--- src/rtl/text2num_pkg.sv ---
// Shared definitions for the streaming ASCII-to-number parser: state encoding,
// ASCII code points and a small range helper.
package text2num_pkg;

  localparam logic [1:0] S_IDLE = 2'd0;
  localparam logic [1:0] S_ACC  = 2'd1;
  localparam logic [1:0] S_OUT  = 2'd2;

  typedef enum logic [1:0] {
    ST_IDLE = S_IDLE,
    ST_ACC  = S_ACC,
    ST_OUT  = S_OUT
  } state_e;

  localparam logic [7:0] CH_0 = 8'h30;
  localparam logic [7:0] CH_9 = 8'h39;
  localparam logic [7:0] CH_a = 8'h61;
  localparam logic [7:0] CH_f = 8'h66;
  localparam logic [7:0] CH_A = 8'h41;
  localparam logic [7:0] CH_F = 8'h46;

  function automatic logic in_range(input logic [7:0] c,
                                    input logic [7:0] lo,
                                    input logic [7:0] hi);
    return (c >= lo) && (c <= hi);
  endfunction

endpackage

--- src/rtl/ascii_digit_decode.sv ---
// Combinational ASCII digit classifier: decimal always, hex letters when hex_en.
// Non-digits report val=4'hF so downstream never sees an undefined nibble.
module ascii_digit_decode
  import text2num_pkg::*;
(
  input  logic [7:0] ch,
  input  logic       hex_en,
  output logic       is_digit,
  output logic [3:0] val
);

  always_comb begin
    // NOTE: defaults first so every path assigns every output and no latch is inferred.
    is_digit = 1'b0;
    val      = 4'hF;
    if (in_range(ch, CH_0, CH_9)) begin
      is_digit = 1'b1;
      val      = 4'(ch - CH_0);
    end else if (hex_en && in_range(ch, CH_a, CH_f)) begin
      is_digit = 1'b1;
      val      = 4'(ch - CH_a + 8'd10);
    end else if (hex_en && in_range(ch, CH_A, CH_F)) begin
      is_digit = 1'b1;
      val      = 4'(ch - CH_A + 8'd10);
    end
  end

endmodule

--- src/rtl/text2num_stream.sv ---
// Streaming ASCII-to-binary number parser: accumulates a run of decimal or hex
// digits and emits the value (saturated, with an error flag on overflow) at the terminator.
module text2num_stream
  import text2num_pkg::*;
#(
  parameter int unsigned VAL_W  = 16,
  parameter bit          HEX_EN = 1'b1
) (
  input  logic             clk,
  input  logic             rst_n,
  input  logic             i_valid,
  input  logic [7:0]       i_data,
  output logic             i_ready,
  input  logic             mode_hex,
  output logic             o_valid,
  output logic [VAL_W-1:0] o_data,
  output logic             o_err,
  input  logic             o_ready
);

  state_e           r_state;
  logic [VAL_W-1:0] r_acc;
  logic             r_ovf;
  logic             r_hex;
  logic             r_o_valid;
  logic [VAL_W-1:0] r_o_data;
  logic             r_o_err;

  logic             w_hex_sel;
  logic             w_is_digit;
  logic [3:0]       w_dval;
  logic             w_in_xfer;
  logic             w_out_xfer;
  logic [VAL_W+3:0] w_acc_ext;
  logic [VAL_W+3:0] w_acc_scaled;
  logic [VAL_W+3:0] w_acc_next;

  // The first digit of a number is classified with the live mode_hex; later
  // digits use the radix latched with it.
  assign w_hex_sel = (r_state == ST_IDLE) ? (mode_hex & HEX_EN) : r_hex;

  ascii_digit_decode u_decode (
    .ch       (i_data),
    .hex_en   (w_hex_sel),
    .is_digit (w_is_digit),
    .val      (w_dval)
  );

  assign i_ready    = (r_state != ST_OUT);
  assign w_in_xfer  = i_valid & i_ready;
  assign w_out_xfer = r_o_valid & o_ready;

  // Four guard bits catch any carry out of acc*base+d; x10 is built as x8+x2.
  assign w_acc_ext    = {4'b0000, r_acc};
  assign w_acc_scaled = r_hex ? (w_acc_ext << 4)
                              : ((w_acc_ext << 3) + (w_acc_ext << 1));
  assign w_acc_next   = w_acc_scaled + {{VAL_W{1'b0}}, w_dval};

  // NOTE: sequential state is updated with non-blocking assignments only, so
  // every register samples the pre-edge values regardless of statement order.
  always_ff @(posedge clk or negedge rst_n) begin
    if (!rst_n) begin
      r_state   <= ST_IDLE;
      r_acc     <= '0;
      r_ovf     <= 1'b0;
      r_hex     <= 1'b0;
      r_o_valid <= 1'b0;
      r_o_data  <= '0;
      r_o_err   <= 1'b0;
    end else begin
      case (r_state)
        ST_IDLE: begin
          if (w_in_xfer && w_is_digit) begin
            r_hex   <= w_hex_sel;
            r_acc   <= VAL_W'(w_dval);
            r_ovf   <= 1'b0;
            r_state <= ST_ACC;
          end
        end

        ST_ACC: begin
          if (w_in_xfer) begin
            if (w_is_digit) begin
              r_acc <= w_acc_next[VAL_W-1:0];
              if (|w_acc_next[VAL_W+3:VAL_W]) begin
                r_ovf <= 1'b1;
              end
            end else begin
              r_o_data  <= r_ovf ? {VAL_W{1'b1}} : r_acc;
              r_o_err   <= r_ovf;
              r_o_valid <= 1'b1;
              r_state   <= ST_OUT;
            end
          end
        end

        ST_OUT: begin
          if (w_out_xfer) begin
            r_o_valid <= 1'b0;
            r_acc     <= '0;
            r_state   <= ST_IDLE;
          end
        end

        default: r_state <= ST_IDLE;
      endcase
    end
  end

  assign o_valid = r_o_valid;
  assign o_data  = r_o_data;
  assign o_err   = r_o_err;

endmodule
--- config.mk ---
export PLATFORM = sky130hd
export DESIGN_NAME = text2num_stream
export DESIGN_NICKNAME = d
export VERILOG_FILES = /design/src/rtl/text2num_pkg.sv /design/src/rtl/ascii_digit_decode.sv /design/src/rtl/text2num_stream.sv
export SDC_FILE = /design/constraint.sdc
export NUM_CORES = 1
export LEC_CHECK = 0
export ABC_CLOCK_PERIOD_IN_PS = 3300
export CELL_PAD_IN_SITES_DETAIL_PLACEMENT = 0
export CELL_PAD_IN_SITES_GLOBAL_PLACEMENT = 2
export CORE_ASPECT_RATIO = 1.1
export CORE_MARGIN = 10
export CORE_UTILIZATION = 32
export CTS_BUF_LIST = sky130_fd_sc_hd__clkbuf_4
export CTS_CLUSTER_SIZE = 20
export DETAILED_ROUTE_END_ITERATION = 16
export PLACE_DENSITY_LB_ADDON = 0.15
export SYNTH_ARGS = -nofsm -noshare
export SYNTH_HDL_FRONTEND = slang
export SYNTH_HIERARCHICAL = 1
export SYNTH_SLANG_ARGS = --single-unit
export TNS_END_PERCENT = 50
--- constraint.sdc ---
create_clock -name clk -period 3.3 [get_ports clk]
set_clock_uncertainty 0.05 [all_clocks]
set_input_delay 0.99 -clock clk [delete_from_list [all_inputs] [get_ports clk]]
set_output_delay 0.99 -clock clk [all_outputs]
set_load 0.03 [all_outputs]
==> results.json <==
{
  "die-area_mm2": 0.01432,
  "synthTopCellsByArea": "dfrtp_1 30%, ha_1 9.5%, nor2_1 5.7%, a21oi_1 5.0%, nand2_1 4.8%",
  "grt_setup_unrepaired": "true",
  "hp-class": "reg2reg",
  "path_clk_slew_ps": 130,
  "place_inst": 554,
  "wl_per_cell_um": 16.76,
  "overflow": 0,
  "num_antenna_cells": 0,
  "worst_slack_ps": -141.7,
  "crit_fanout": 4,
  "cts_tree": "yes",
  "top_level_ports": 32,
  "die_y_um": 124.5,
  "post-route-period-util_pct": 104.3,
  "holdWs_ps": 475.9,
  "drive_gt1_share_pct": 23.96,
  "grt_pass1_vias": 3048,
  "clock_latency_ps": 340,
  "coreArea_mm2": 0.009794,
  "track_usage_pct": 13.47,
  "dr_total_vias": 3070,
  "ant_nets": 0,
  "nets": 494,
  "power_leakage_nw": 1.889,
  "clkPwrFrac_pct": 9.9,
  "ctsLongestPathBuffers": 2,
  "maxCapViolCount": 0,
  "yosys.area.top_type_share_pct": 29.93,
  "powerDensity_mw_per_mm2": 747.5,
  "seqPwrFrac_pct": 22.6,
  "end_kind": "register",
  "synth_cells": 378,
  "antenna_found_initial": 0,
  "netSwitchingFraction_pct": 45.97,
  "mostFrequentLayoutCells": "49 x buf_4, 44 x nor2_1, 40 x nand2_1",
  "clock_sinks": 38,
  "synth_edf_count": 0,
  "slew_viol_final": 0,
  "fmax_ghz": 0.2906,
  "reg2reg_depth": 18,
  "worstMarginPinSlew_ps": 893.4,
  "cp.arrival_ps": 3620,
  "routabilityCongestion": 0.8512,
  "avgViaCountPerCell": 5.339,
  "synthArstFlopShare_pct": 100.0,
  "p_int_mw": 1.724,
  "wl_mm": 9.636,
  "cts_max_level": 2,
  "num_rows": 38,
  "syn_area_mm2": 0.003177,
  "layout.cells.non_filler": 575,
  "critPathKind": "in2reg",
  "slew_headroom_pct": 40.44,
  "final_area_mm2": 0.004268,
  "status": "finished with violations",
  "fin_util_pct": 43.57,
  "grt_max_degree": 39,
  "dieWidth_um": 115,
  "violations": "setup timing",
  "yosysWarnings": 6,
  "grt_pass1_wl_mm": 15.96,
  "dp_hpwl_mm": 7.187,
  "peakVddDrop_mv": 0.3849,
  "dpl_cell_area_mm2": 0.003956,
  "hold_depth": 1,
  "area_growth_pct": 34.34,
  "syn-num-nets": 417,
  "clockRootBuffer": "clkbuf_4",
  "synthFlopType": "dfrtp_1",
  "drc_errors": 0,
  "required_ps": 3480,
  "yosysUniqueCellTypes": 60,
  "hold_violations": 0,
  "syn_avg_cell_area_um2": 8.404,
  "ys_seq_elements": 38,
  "comb_power_share_pct": 67.5,
  "setup_viol": 6,
  "cts_buffers": 5,
  "timing.final.crit_period_ps": 3442,
  "initial_core_util_pct": 32.43,
  "io_buffers": 31,
  "final_common_cell": "buf_4",
  "setup-tns-final_ps": -425.0,
  "drt_iter0_markers": 154,
  "synth_top_area_cell": "dfrtp_1",
  "yosysSeqAreaShare_pct": 29.93,
  "cp-start-kind": "input port",
  "p_sw_mw": 1.467,
  "dr.pass1.iters": 5
}
[logic make-up after synthesis]
kind of cell | count (synthesis) | share of synthesized area (%)
fa+ha+maj | 26 | 10.71
xor+xnor | 16 | 4.648
compound gates | 116 | 25.72
buf+inv | 29 | 4.529
simple gates | 147 | 22.45
mux | 6 | 2.009
flops | 38 | 29.93
[worst max-delay path: stages]
cell      delay (ps)
buf_12           120
inv_12            40
ha_4             120
o21bai_1          80
a2111o_1         450
buf_6            140
or2_4            240
ha_4             300
a21oi_4           60
nor3_2           170
nand4_1          220
or4_1            470
o211ai_1         120
a211oi_2          90
[power by group through the flow]
stage                     logic (mW)  registers (mW)  clock network (mW)
after floorplan                 1.13           0.911                   0
after global placement          1.99           0.728                   0
after detailed placement        1.99           0.731                   0
after CTS                       2.08           0.724               0.330
after global routing            2.37           0.745               0.352
final                           2.15           0.722               0.314
[sequential cells by signal (all words and copies together), names as in the netlist]
register and cells:
o_data 16, r_acc 16, r_state 2, o_err 1
o_valid 1, r_hex 1, r_ovf 1
[cell type report]
cell class	instances	area, µm²
multi-input combinational	311	2293
inverter	16	85.08
timing repair buffer	83	716.9
sequential	38	950.9
fill	988	5527
clock buffer	5	37.54
tap	120	150.1
clock inverter	2	33.78
[cell usage after synthesis, types with 7 or more instances]
master    number
a21oi_1       32
and3_1         8
clkbuf_1       7
dfrtp_1       38
ha_1          24
inv_1         15
nand2_1       41
nand3_1        7
nor2_1        48
nor3_1        11
o211ai_1       7
o21ai_0       21
xnor2_1        8
xor2_1         7
[worst paths after layout]
kind / start / slack (ps) / to
hold / removal: o_err / 480 / o_err
setup / recovery: i_data[0] / -140 / r_ovf
max in group asynchronous: rst_n / 1930 / o_data[0]
setup reg to reg: r_state[0] / -10 / r_ovf
min in group asynchronous: rst_n / 700 / r_acc[14]
hold reg to reg: o_err / 480 / o_err
[metal layers]
layer	track usage, %	part of all wire, %	up-vias	wire length, µm
met3	2.216	4.2	4	408
met1	18.05	47	1466	4549
li1	-	-	1536	-
met2	21.88	48	64	4608
met5	0	0	-	0
met4	3.061	0.72	0	69
[repair_timing]
action / in CTS / in global routing
setup endpoints to repair: 18 / 15
pin swaps: 24 / 22
buffers inserted: 14 / 5
resized for setup: 33 / 25
hold buffers: 0 / 0
[through the flow]
step           setup WS (ps)  total power [mW]
2_1_floorplan         -196.7             2.036
3_3_place_gp          -933.5             2.715
3_5_place_dp          -976.8             2.717
4_1_cts               -318.2             3.132
5_1_grt               -263.7             3.467
6_report              -141.7             3.190
Note: power is estimated with default switching activity, not from simulation.
